==> src/rtl/clock_sequencer_if.sv <==
// Control/status bundle between the clock sequencer, the PLL/DCM chain and downstream logic.
// The sequencer uses the master view; the chain/observer side uses the slave view.
interface clock_sequencer_if;
   logic       restart;
   logic       locked;
   logic       clk_rst;
   logic       run;
   logic       failed;
   logic [2:0] state;
   logic [2:0] retries;
   logic [7:0] lock_lost_cnt;

   modport master (
      input  restart, locked,
      output clk_rst, run, failed, state, retries, lock_lost_cnt
   );

   modport slave (
      output restart, locked,
      input  clk_rst, run, failed, state, retries, lock_lost_cnt
   );
endinterface

==> src/rtl/clock_sequencer.sv <==
// Bring-up supervisor for the PLL/DCM clock chain: pulses the chain reset, waits for lock,
// retries on timeout, and raises run once lock has been continuously stable.
//
//   state     | meaning
//   ----------+--------------------------------------------------------
//   RESET     | clk_rst held high for RST_CYCLES
//   WAIT_LOCK | chain released, waiting up to LOCK_TIMEOUT for lock
//   STABLE    | lock seen, must hold for STABLE_CYCLES
//   RUN       | clocks usable, run high
//   FAILED    | retries exhausted, chain held in reset until restart
module clock_sequencer #(
   parameter int unsigned RST_CYCLES    = 16,
   parameter int unsigned LOCK_TIMEOUT  = 65536,
   parameter int unsigned STABLE_CYCLES = 1024,
   parameter int unsigned MAX_RETRIES   = 7,
   parameter int unsigned CNT_W         = 17
) (
   input  logic              clk_33,
   input  logic              rst_n,
   clock_sequencer_if.master seq_if
);

   typedef enum logic [2:0] {
      ST_RESET     = 3'd0,
      ST_WAIT_LOCK = 3'd1,
      ST_STABLE    = 3'd2,
      ST_RUN       = 3'd3,
      ST_FAILED    = 3'd4
   } state_t;

   localparam logic [CNT_W-1:0] RST_TC    = CNT_W'(RST_CYCLES - 1);
   localparam logic [CNT_W-1:0] LOCK_TC   = CNT_W'(LOCK_TIMEOUT - 1);
   localparam logic [CNT_W-1:0] STABLE_TC = CNT_W'(STABLE_CYCLES - 1);
   localparam logic [2:0]       RETRY_MAX = 3'(MAX_RETRIES);

   state_t           state_q, state_nxt;
   logic [CNT_W-1:0] cnt_q, cnt_nxt;
   logic [2:0]       retries_q, retries_nxt;
   logic [7:0]       lost_q, lost_nxt;
   logic             sync_1, locked_s;
   logic             clk_rst_q, run_q, failed_q;

   // locked comes from another clock domain
   always_ff @(posedge clk_33 or negedge rst_n) begin
      if (!rst_n) begin
         sync_1   <= 1'b0;
         locked_s <= 1'b0;
      end else begin
         sync_1   <= seq_if.locked;
         locked_s <= sync_1;
      end
   end

   always_ff @(posedge clk_33 or negedge rst_n) begin
      if (!rst_n) begin
         state_q   <= ST_RESET;
         cnt_q     <= '0;
         retries_q <= '0;
         lost_q    <= '0;
         clk_rst_q <= 1'b1;
         run_q     <= 1'b0;
         failed_q  <= 1'b0;
      end else begin
         state_q   <= state_nxt;
         cnt_q     <= cnt_nxt;
         retries_q <= retries_nxt;
         lost_q    <= lost_nxt;
         clk_rst_q <= (state_nxt == ST_RESET) || (state_nxt == ST_FAILED);
         run_q     <= (state_nxt == ST_RUN);
         failed_q  <= (state_nxt == ST_FAILED);
      end
   end

   always_comb begin
      state_nxt   = state_q;
      retries_nxt = retries_q;
      lost_nxt    = lost_q;
      cnt_nxt     = cnt_q;

      if (seq_if.restart) begin
         state_nxt   = ST_RESET;
         retries_nxt = '0;
      end else begin
         case (state_q)
            ST_RESET: begin
               if (cnt_q == RST_TC) state_nxt = ST_WAIT_LOCK;
            end
            ST_WAIT_LOCK: begin
               // lock wins over a timeout landing on the same cycle
               if (locked_s) begin
                  state_nxt = ST_STABLE;
               end else if (cnt_q == LOCK_TC) begin
                  if (retries_q == RETRY_MAX) begin
                     state_nxt = ST_FAILED;
                  end else begin
                     retries_nxt = retries_q + 3'd1;
                     state_nxt   = ST_RESET;
                  end
               end
            end
            ST_STABLE: begin
               if (!locked_s) begin
                  state_nxt = ST_WAIT_LOCK;
               end else if (cnt_q == STABLE_TC) begin
                  state_nxt   = ST_RUN;
                  retries_nxt = '0;
               end
            end
            ST_RUN: begin
               if (!locked_s) begin
                  state_nxt = ST_RESET;
                  if (lost_q != 8'hFF) lost_nxt = lost_q + 8'd1;
               end
            end
            ST_FAILED: ;
            default: state_nxt = ST_RESET;
         endcase
      end

      // restart in RESET keeps the state but must still restart the count
      if (seq_if.restart || (state_nxt != state_q)) begin
         cnt_nxt = '0;
      end else if ((state_q == ST_RESET) || (state_q == ST_WAIT_LOCK) || (state_q == ST_STABLE)) begin
         cnt_nxt = cnt_q + CNT_W'(1);
      end
   end

   assign seq_if.clk_rst       = clk_rst_q;
   assign seq_if.run           = run_q;
   assign seq_if.failed        = failed_q;
   assign seq_if.state         = state_q;
   assign seq_if.retries       = retries_q;
   assign seq_if.lock_lost_cnt = lost_q;

endmodule

==> src/flat_wrapper.sv <==
// flat-port wrapper written by rule: the top's interface ports become plain ports
module clock_sequencer_flat 
#(
   parameter int unsigned RST_CYCLES    = 16,
   parameter int unsigned LOCK_TIMEOUT  = 65536,
   parameter int unsigned STABLE_CYCLES = 1024,
   parameter int unsigned MAX_RETRIES   = 7,
   parameter int unsigned CNT_W         = 17
)
  (clk_33, rst_n, seq_if_restart, seq_if_locked, seq_if_clk_rst, seq_if_run, seq_if_failed, seq_if_state, seq_if_retries, seq_if_lock_lost_cnt);
  clock_sequencer_if seq_if_i ();
  input  logic clk_33;
  input  logic rst_n;
  input wire logic [$bits(seq_if_i.restart)-1:0] seq_if_restart;
  input wire logic [$bits(seq_if_i.locked)-1:0] seq_if_locked;
  output wire logic [$bits(seq_if_i.clk_rst)-1:0] seq_if_clk_rst;
  output wire logic [$bits(seq_if_i.run)-1:0] seq_if_run;
  output wire logic [$bits(seq_if_i.failed)-1:0] seq_if_failed;
  output wire logic [$bits(seq_if_i.state)-1:0] seq_if_state;
  output wire logic [$bits(seq_if_i.retries)-1:0] seq_if_retries;
  output wire logic [$bits(seq_if_i.lock_lost_cnt)-1:0] seq_if_lock_lost_cnt;
  assign seq_if_i.restart = seq_if_restart;
  assign seq_if_i.locked = seq_if_locked;
  assign seq_if_clk_rst = seq_if_i.clk_rst;
  assign seq_if_run = seq_if_i.run;
  assign seq_if_failed = seq_if_i.failed;
  assign seq_if_state = seq_if_i.state;
  assign seq_if_retries = seq_if_i.retries;
  assign seq_if_lock_lost_cnt = seq_if_i.lock_lost_cnt;
  clock_sequencer #(.RST_CYCLES(RST_CYCLES), .LOCK_TIMEOUT(LOCK_TIMEOUT), .STABLE_CYCLES(STABLE_CYCLES), .MAX_RETRIES(MAX_RETRIES), .CNT_W(CNT_W)) u_core (.clk_33(clk_33), .rst_n(rst_n), .seq_if(seq_if_i));
endmodule
==> config.mk <==
export PLATFORM = sky130hd
export DESIGN_NAME = clock_sequencer_flat
export DESIGN_NICKNAME = d
export VERILOG_FILES = /design/src/rtl/clock_sequencer_if.sv /design/src/rtl/clock_sequencer.sv /design/src/flat_wrapper.sv
export SDC_FILE = /design/constraint.sdc
export NUM_CORES = 1
export LEC_CHECK = 0
export CORE_UTILIZATION = 30
export DETAILED_ROUTE_END_ITERATION = 10
export SLEW_MARGIN = 0
export SYNTH_ARGS = -nofsm -noshare
export SYNTH_HDL_FRONTEND = slang
export SYNTH_SLANG_ARGS = --single-unit
==> constraint.sdc <==
create_clock -name clk_33 -period 4.84 [get_ports clk_33]
set_input_delay 0.968 -clock clk_33 [delete_from_list [all_inputs] [get_ports clk_33]]
set_output_delay 0.968 -clock clk_33 [all_outputs]
set_load 0.1 [all_outputs]
* After elaboration in Yosys (flattened, before gate mapping)
Index checks and enable logic that the tools add are counted.
** Cells by class
- $add $sub $neg :: 3
- Eq/ne operators :: 17
- Muxes and demuxes :: 18
- Bitwise operators :: 2
- Reductions and logical operators :: 10
** Operators by type and width (count)
- 3-bit 2-to-1 mux :: 14
- 17-bit 2-to-1 mux :: 2
- 17-bit by 1-bit adder with 17-bit output, second input constant :: 1
- 17-bit by 10-bit == test with 1-bit output, second input constant :: 1
- 17-bit by 16-bit == test with 1-bit output, second input constant :: 1
- 17-bit by 4-bit == test with 1-bit output, second input constant :: 1
- 3-bit case mux with 5 select lines :: 1
- 3-bit by 2-bit == test with 1-bit output, second input constant :: 3
- 3-bit == test, second input constant :: 3
- 3-bit by 2-bit != test with 1-bit output, second input constant :: 3
- 8-bit by 1-bit adder with 8-bit output, second input constant :: 1
- 8-bit != test, second input constant :: 1
- 3-bit logical NOT :: 2
- 3-bit != test, second input constant :: 2
- 3-bit case mux with 2 select lines :: 1
- 6-bit AND reduction :: 1
- 1-bit logical OR :: 4
- 4-bit AND reduction :: 1
- 3-bit by 1-bit adder with 3-bit output, second input constant :: 1
- 3-bit by 1-bit == test with 1-bit output, second input constant :: 1
- 3-bit != test :: 1
- 3-bit nonzero test :: 1
- 1-bit NOT :: 2
- 2-bit nonzero test :: 1
** Storage, ports and cells
- Bits in registers :: 36
- Input port bits :: 4
- Output and inout bits :: 17
- Word-level logic and storage cells :: 59

* Logic depth before layout (Yosys ltp)
Gate-level depths: netlist of run 1.
- Word-level depth :: 9
- Depth in mapped cells :: 11
- Gate-level depth less buffers :: 9

* Worst setup path before layout of run 1
OpenSTA, ideal clock, no wires.
- Path kind :: register to register
- Start :: reg u_core.state_q[2] (netlist: u_core.seq_if.state[2])
- End :: reg u_core.cnt_q[10]
- Setup time :: 0.134 ns
- Arrival :: 2.156 ns
- Required time :: 4.706 ns
- Path slack :: 2.550 ns
- Stages on the path, launching flop included :: 8
- Path through :: dfrtp_1 clkbuf_1 inv_1 a31oi_1 a21o_1 buf_2 clkbuf_1 nor3_1
** On the way
- Word-level cells in the longest chain between the ends :: 7
- Elaborated cells on any way between the ends :: 19
** Ends and longest elaborated chain
- from (decl) :: RTL line clock_sequencer.sv:36 : state_t state_q, state_nxt;
- from (signal assigned) :: RTL line clock_sequencer.sv:64 : state_q <= state_nxt;
- 3-bit 2-to-1 mux, on equally long branches :: RTL line clock_sequencer.sv:104, clock_sequencer.sv:92
- 3-bit 2-to-1 mux, on equally long branches :: RTL line clock_sequencer.sv:102, clock_sequencer.sv:90
- 3-bit case mux with 5 select lines :: RTL line clock_sequencer.sv:84 : case (state_q)
- 3-bit 2-to-1 mux :: RTL line clock_sequencer.sv:80 : if (seq_if.restart) begin
- 3-bit != test :: RTL line clock_sequencer.sv:121 : if (seq_if.restart || (state_nxt != state_q)) begin
- 1-bit logical OR :: RTL line clock_sequencer.sv:121
- 17-bit 2-to-1 mux / 2-bit nonzero test (equally long branches)
- to (signal assigned) :: RTL line clock_sequencer.sv:65 : cnt_q <= cnt_nxt;
- to (decl) :: RTL line clock_sequencer.sv:37 : logic [CNT_W-1:0] cnt_q, cnt_nxt;
Parallel ways exist; a longest one is shown, timed or not.
A chain may end at the register's enable or synchronous reset.

* Worst setup path in the final report of run 1
- Start :: reg u_core.state_q[2] (netlist: u_core.seq_if.state[2])
- End :: out seq_if_state[2]
** RTL lines
- to (decl) :: RTL line flat_wrapper.sv:19 : output wire logic [$bits(seq_if_i.state)-1:0] seq_if_state;
No word-level cell between the ends.

==> results of run 1 <==
logic make-up (layout without fill, tap and decap cells):
family | after synthesis | count (layout) | synth area share (%)
AND/OR/NAND/NOR | 89 | 89 | 24.9
AO/OA/AOI/OAI | 37 | 37 | 13.8
flip-flops | 36 | 36 | 45.0
buffers and inverters | 18 | 38 | 4.61
XOR/XNOR | 17 | 17 | 7.42
adder cells (fa/ha/maj) | 6 | 6 | 3.74
multiplexers | 1 | 1 | 0.499
final timing paths:
| kind | endpoint | slack (ns) | cells after the start |
|---|---|---|---|
| min reg2reg | u_core.locked_s | 0.36 | 0 |
| min | u_core.locked_s | 0.36 | 0 |
| min in group asynchronous | u_core.seq_if.run | 1.09 | 2 |
| max in group asynchronous | u_core.seq_if.clk_rst | 3.41 | 2 |
| max | seq_if_state[2] | 1.76 | 1 |
| max reg2reg | u_core.cnt_q[2] | 2.42 | 8 |
sequential cells by signal, indices dropped and copies added (netlist names):
| name | cells |
|---|---|
| u_core.seq_if.lock_lost_cnt | 8 |
| u_core.seq_if.clk_rst | 1 |
| u_core.sync_1 | 1 |
| u_core.seq_if.run | 1 |
| u_core.locked_s | 1 |
| u_core.cnt_q | 17 |
| u_core.seq_if.failed | 1 |
| u_core.seq_if.state | 3 |
| u_core.seq_if.retries | 3 |
cell usage after synthesis, types with 4 or more instances:
cell | n | area share, %
nand3_1 | 10 | 2.5
o211ai_1 | 5 | 1.9
nor2_1 | 6 | 1.1
buf_2 | 5 | 1.2
o31ai_1 | 6 | 2.2
xnor2_1 | 9 | 3.9
inv_1 | 8 | 1.5
dfrtp_1 | 35 | 44
o21ai_0 | 4 | 1.0
nor4_1 | 7 | 2.2
nand2_1 | 14 | 2.6
a21oi_1 | 5 | 1.2
nor3_1 | 21 | 5.2
ha_1 | 6 | 3.7
nand4_1 | 7 | 2.2
nor2b_1 | 5 | 1.6
or4_1 | 4 | 1.5
xor2_1 | 8 | 3.5
per-layer routing:
metal / global-route usage, % / vias to the layer above / wire length, um
met5: 0 / - / 0
met4: 4.47 / 0 / 60
li1: - / 784 / -
met1: 17.0 / 756 / 2100
met2: 20.1 / 12 / 1840
met3: 3.66 / 5 / 118
power by group:
group,total (mW),switching [mW],internal (mW)
registers,0.307,0.00299,0.304
clock network,0.210,0.110,0.100
logic,0.0201,0.0136,0.00649
total,0.537,0.126,0.410
layout make-up:
type	instances	area [um2]	share of cell area, %
multi-input cells	150	1010	43.2
flip-flops and latches	36	902	38.5
repair buffers	22	215	9.18
well taps	77	96.3	4.11
clock buffers	5	68.8	2.94
inverters	8	30.0	1.28
clock inverters	3	18.8	0.801
per-stage QoR:
stage / instance area [um2] / power [mW] / instances
floorplan: 2010 / 0.321 / 204
detailed placement: 2260 / 0.333 / 293
global placement: 2260 / 0.333 / 293
CTS: 2340 / 0.548 / 301
finish: 2340 / 0.537 / 301
global route: 2340 / 0.565 / 301
==> impl_metrics.env, run 1 <==
export IMPL_clock_sinks=36
export IMPL_cts_hold_buf=0
export IMPL_start_util_pct=31.4
export IMPL_io_buffer_count=20
export IMPL_cts_tree="built"
export IMPL_ys_ff_latch=36
export IMPL_fin_util_pct=36.7
export IMPL_ctsResizeCount=0
export IMPL_io_pins=21
export IMPL_diodes=0
export IMPL_synth_fp_nets=214
export IMPL_skew_ns=0.00909
export IMPL_die_y_um=83.8
export IMPL_hold_violations=0
export IMPL_avgSynthCellArea_um2=9.84
export IMPL_cp_data_required_time_ns=3.87
export IMPL_worst_pin_slew_ns=0.972
export IMPL_dr_total_vias=1557
export IMPL_postCtsSetupBuffers=0
export IMPL_dp_final_hpwl_um=2870
export IMPL_crit_type="reg -> out"
export IMPL_ant_nets=0
export IMPL_min_from="u_core.sync_1"
export IMPL_gr_total_overflow=0
export IMPL_post_route_period_util_pct=63.7
export IMPL_grt_pass1_wl_um=7290
export IMPL_peakVddDrop_mv=0.116
export IMPL_clock_latency_ns=0.29
export IMPL_gp_congestion=0.765
export IMPL_track_usage_pct=12.8
export IMPL_crit_start="u_core.seq_if.state[2]"
export IMPL_post_place_ws_ns=2.11
export IMPL_yosysSeqAreaShare_pct=45.0
export IMPL_cp_slowest_cell="clkdlybuf4s50_1"
export IMPL_p_leak_nw=0.946
export IMPL_slew_headroom_pct=35.0
export IMPL_via_per_inst=5.17
export IMPL_layout_commonest_cell="dfrtp_1"
export IMPL_layout_common_cells="dfrtp_1, nor3_1, clkdlybuf4s50_1"
export IMPL_drv_slew=0
export IMPL_yosysWarnings=0
export IMPL_drive_above_1_share_pct=10.3
export IMPL_maxCapViolations=0
export IMPL_antenna_found_initial=0
export IMPL_drt_wirelength_per_cell_um=13.7
export IMPL_setup_viol=0
export IMPL_grt_start_max_net_pins=37
export IMPL_synth_ff_type="dfrtp_1"
export IMPL_drt_iter0_drc=57
export IMPL_arrival_ns=2.11
export IMPL_hp_class="reg -> reg"
export IMPL_fin_ws_ns=1.76
export IMPL_max_freq_ghz=0.324
export IMPL_syn_to_final_growth_pct=16.8
export IMPL_drt_pass1_iterations=4
export IMPL_crit_path_cell_trace="clkdlybuf4s50_1"
export IMPL_rsz0062_at_grt="false"
export IMPL_critical_path_max_stage_delay_ns=1.22
export IMPL_rows=29
export IMPL_ys_types=45
export IMPL_fin_hold_ws_ns=0.360
export IMPL_fp_dieW_um=83.8
export IMPL_period_minus_slack_ns=3.08
export IMPL_power_density_mw_per_mm2=229
export IMPL_grt_pass1_vias=1579
export IMPL_cp_end_kind="output pin"
export IMPL_clockRootBuffer="clkbuf_8"
export IMPL_dieArea_mm2=0.00702
export IMPL_nFillCells=656
export IMPL_start_kind="flip-flop"
export IMPL_cts_htree_levels=2
export IMPL_cts_buffers=5
export IMPL_clock_path_buffers=2
export IMPL_outcome="finished, final reports clean"
export IMPL_totalWireLength_um=4120
export IMPL_drc=0
export IMPL_fin_tns_setup_ns=0
export IMPL_syn_area_mm2=0.00201
export IMPL_async_flop_share_pct=100
export IMPL_path_clk_slew_ns=0.07
export IMPL_timing_rr_start="u_core.cnt_q[3]"
export IMPL_crit_family="buffers and inverters"
export IMPL_path_max_fanout=14
export IMPL_crit_buf_inv=1
export IMPL_coreArea_mm2=0.00639
export IMPL_syn_inst=204
export IMPL_nets=233
export IMPL_synth_edf_count=0
Note: power is estimated with default switching activity, not from simulation.
==> run 2, diff against run 1 <==
==> constraint.sdc (replaced) <==
create_clock -name clk_33 -period 2.6 [get_ports clk_33]
set_input_delay 0.52 -clock clk_33 [delete_from_list [all_inputs] [get_ports clk_33]]
set_output_delay 0.52 -clock clk_33 [all_outputs]
set_load 0.1 [all_outputs]
==> run 2 against run 1 <==
Combinational power grew 100%. Register-to-register slack worse by 2.0 ns. Setup slack got worse by 1.4 ns. First-iteration DRC count rose by 23%. Critical endpoint is now u_core.cnt_q[8]. Sequential share of layout area is 0.39 points lower. Clock power is 140% higher. Cell area rose by 1.0%. Clock skew fell by 0.0022 ns. Hold slack got worse by 0.017 ns.
==> impl_metrics.env, run 2 (synthesized netlist as in run 1, its figures left out) <==
export IMPL_cp_slowest_cell="dfrtp_1"
export IMPL_fin_hold_ws_ns=0.343
export IMPL_crit_buf_inv=1
export IMPL_ctsResizeCount=0
export IMPL_fp_dieW_um=83.8
export IMPL_max_freq_ghz=0.448
export IMPL_critPathMostFrequentCell="nor3_1"
export IMPL_rsz0062_at_grt="false"
export IMPL_reg2reg_depth=9
export IMPL_placed_cell_area_mm2=0.00226
export IMPL_total_power_mw=1.11
export IMPL_period_minus_slack_ns=2.23
export IMPL_die_y_um=83.8
export IMPL_cts_buffers=5
export IMPL_highest_layer="met4"
export IMPL_cts_hold_buf=0
export IMPL_drv_slew=0
export IMPL_peakVddDrop_mv=0.276
export IMPL_layout_commonest_cell="dfrtp_1"
export IMPL_rr_endpoint="u_core.cnt_q[8]"
export IMPL_cp_end_kind="flip-flop"
export IMPL_p_leak_nw=1.01
export IMPL_cts_tree="built"
export IMPL_wl_met2_um=1860
export IMPL_dr_total_vias=1606
export IMPL_fin_ws_ns=0.370
export IMPL_rows=29
export IMPL_worst_pin_slew_ns=0.568
export IMPL_slew_headroom_pct=61.8
export IMPL_cp_num_cells=9
export IMPL_grt_pass1_wl_um=7130
export IMPL_ant_nets=0
export IMPL_crit_start="u_core.cnt_q[10]"
export IMPL_dr_wl_met3_um=163
export IMPL_clock_latency_ns=0.30
export IMPL_track_usage_pct=12.6
export IMPL_start_util_pct=31.4
export IMPL_antenna_found_initial=0
export IMPL_layout_common_cells="dfrtp_1, buf_4, nor3_1"
export IMPL_syn_to_final_growth_pct=18.0
export IMPL_fin_util_pct=37.1
export IMPL_fin_area_mm2=0.00237
export IMPL_clock_path_buffers=2
export IMPL_via_per_inst=5.27
export IMPL_diodes=0
export IMPL_critPathCapture="u_core.cnt_q[8]"
export IMPL_largest_register="u_core.cnt_q"
export IMPL_post_route_period_util_pct=85.8
export IMPL_cts_htree_levels=2
export IMPL_cp_data_required_time_ns=2.78
export IMPL_coreArea_mm2=0.00639
export IMPL_maxCapViolations=0
export IMPL_path_max_fanout=13
export IMPL_power_density_mw_per_mm2=467
export IMPL_nets=237
export IMPL_drt_iter0_drc=70
export IMPL_skew_ns=0.00688
export IMPL_min_from="u_core.sync_1"
export IMPL_hold_violations=0
export IMPL_critical_path_max_stage_delay_ns=0.45
export IMPL_drc=0
export IMPL_clockRootBuffer="clkbuf_8"
export IMPL_totalWireLength_um=4140
export IMPL_dieArea_mm2=0.00702
export IMPL_crit_path_cell_trace="nand4_1 > or2_2 > nor3_1 > ha_1 > a21oi_1 > nand2_1 > a21o_1 > buf_12 > nor3_1"
export IMPL_rrSetupSlack_ns=0.37
export IMPL_gp_congestion=0.843
export IMPL_clock_sinks=36
export IMPL_io_pins=21
export IMPL_dp_final_hpwl_um=2960
export IMPL_largest_reg_flops=17
export IMPL_io_buffer_count=20
export IMPL_place_inst=297
export IMPL_crit_family="simple AND/OR/NAND/NOR gates"
export IMPL_setup_viol=0
export IMPL_start_kind="flip-flop"
export IMPL_final_cells=305
export IMPL_arrival_ns=2.41
export IMPL_crit_type="reg -> reg"
export IMPL_grt_start_max_net_pins=37
export IMPL_post_place_ws_ns=0.378
export IMPL_drive_above_1_share_pct=19.3
export IMPL_wl_met1_um=2030
export IMPL_outcome="finished, final reports clean"
export IMPL_grt_pass1_vias=1510
export IMPL_path_clk_slew_ns=0.08
export IMPL_fin_tns_setup_ns=0
export IMPL_drt_pass1_iterations=4
export IMPL_postCtsSetupBuffers=0
export IMPL_gr_total_overflow=0
export IMPL_timing_rr_start="u_core.cnt_q[10]"
export IMPL_drt_wirelength_per_cell_um=13.6
export IMPL_hp_class="reg -> reg"
==> run 2: cell types whose count changed in the layout (fill, tap and decap cells not counted), sizes merged <==
cell	change
buf	+21
bufinv	+1
clkdlybuf4s50	-17
clkinv	-2
clkinvlp	+1
==> run 2: worst min-delay path by stage <==
stage	end	cells after the start
floorplan	u_core.cnt_q[0]	0
global placement	u_core.locked_s	0
detailed placement	u_core.locked_s	0
CTS	u_core.locked_s	0
global route	u_core.locked_s	0
finish	u_core.locked_s	0
==> run 2: power by group <==
part           switching (mW)  internal [mW]  leakage [nW]  total (mW)
Clock                   0.210          0.284        0.0541       0.494
Combinational          0.0258         0.0152         0.463      0.0410
Sequential            0.00553          0.565         0.493       0.571
Total                   0.242          0.864          1.01        1.11
==> run 2: worst register-to-register path: stages (launching register included) <==
cell,delay [ns]
dfrtp_1,0.45
nand4_1,0.15
or2_2,0.33
nor3_1,0.26
ha_1,0.25
a21oi_1,0.08
nand2_1,0.09
a21o_1,0.28
buf_12,0.18
nor3_1,0.06
==> run 2: per-layer routing <==
| metal | track usage, % | up-vias |
|---|---|---|
| li1 | - | 798 |
| met1 | 17.8 | 773 |
| met3 | 3.17 | 7 |
| met2 | 18.1 | 28 |
| met5 | 0 | - |
| met4 | 5.55 | 0 |
==> run 2: layout make-up <==
cell class | count | area, um2
clock inverters | 3 | 42.5
well taps | 77 | 96.3
inverters | 8 | 30.0
repair buffers | 26 | 215
fillers | 648 | 4020
clock buffers | 5 | 68.8
multi-input cells | 150 | 1010
flip-flops and latches | 36 | 902
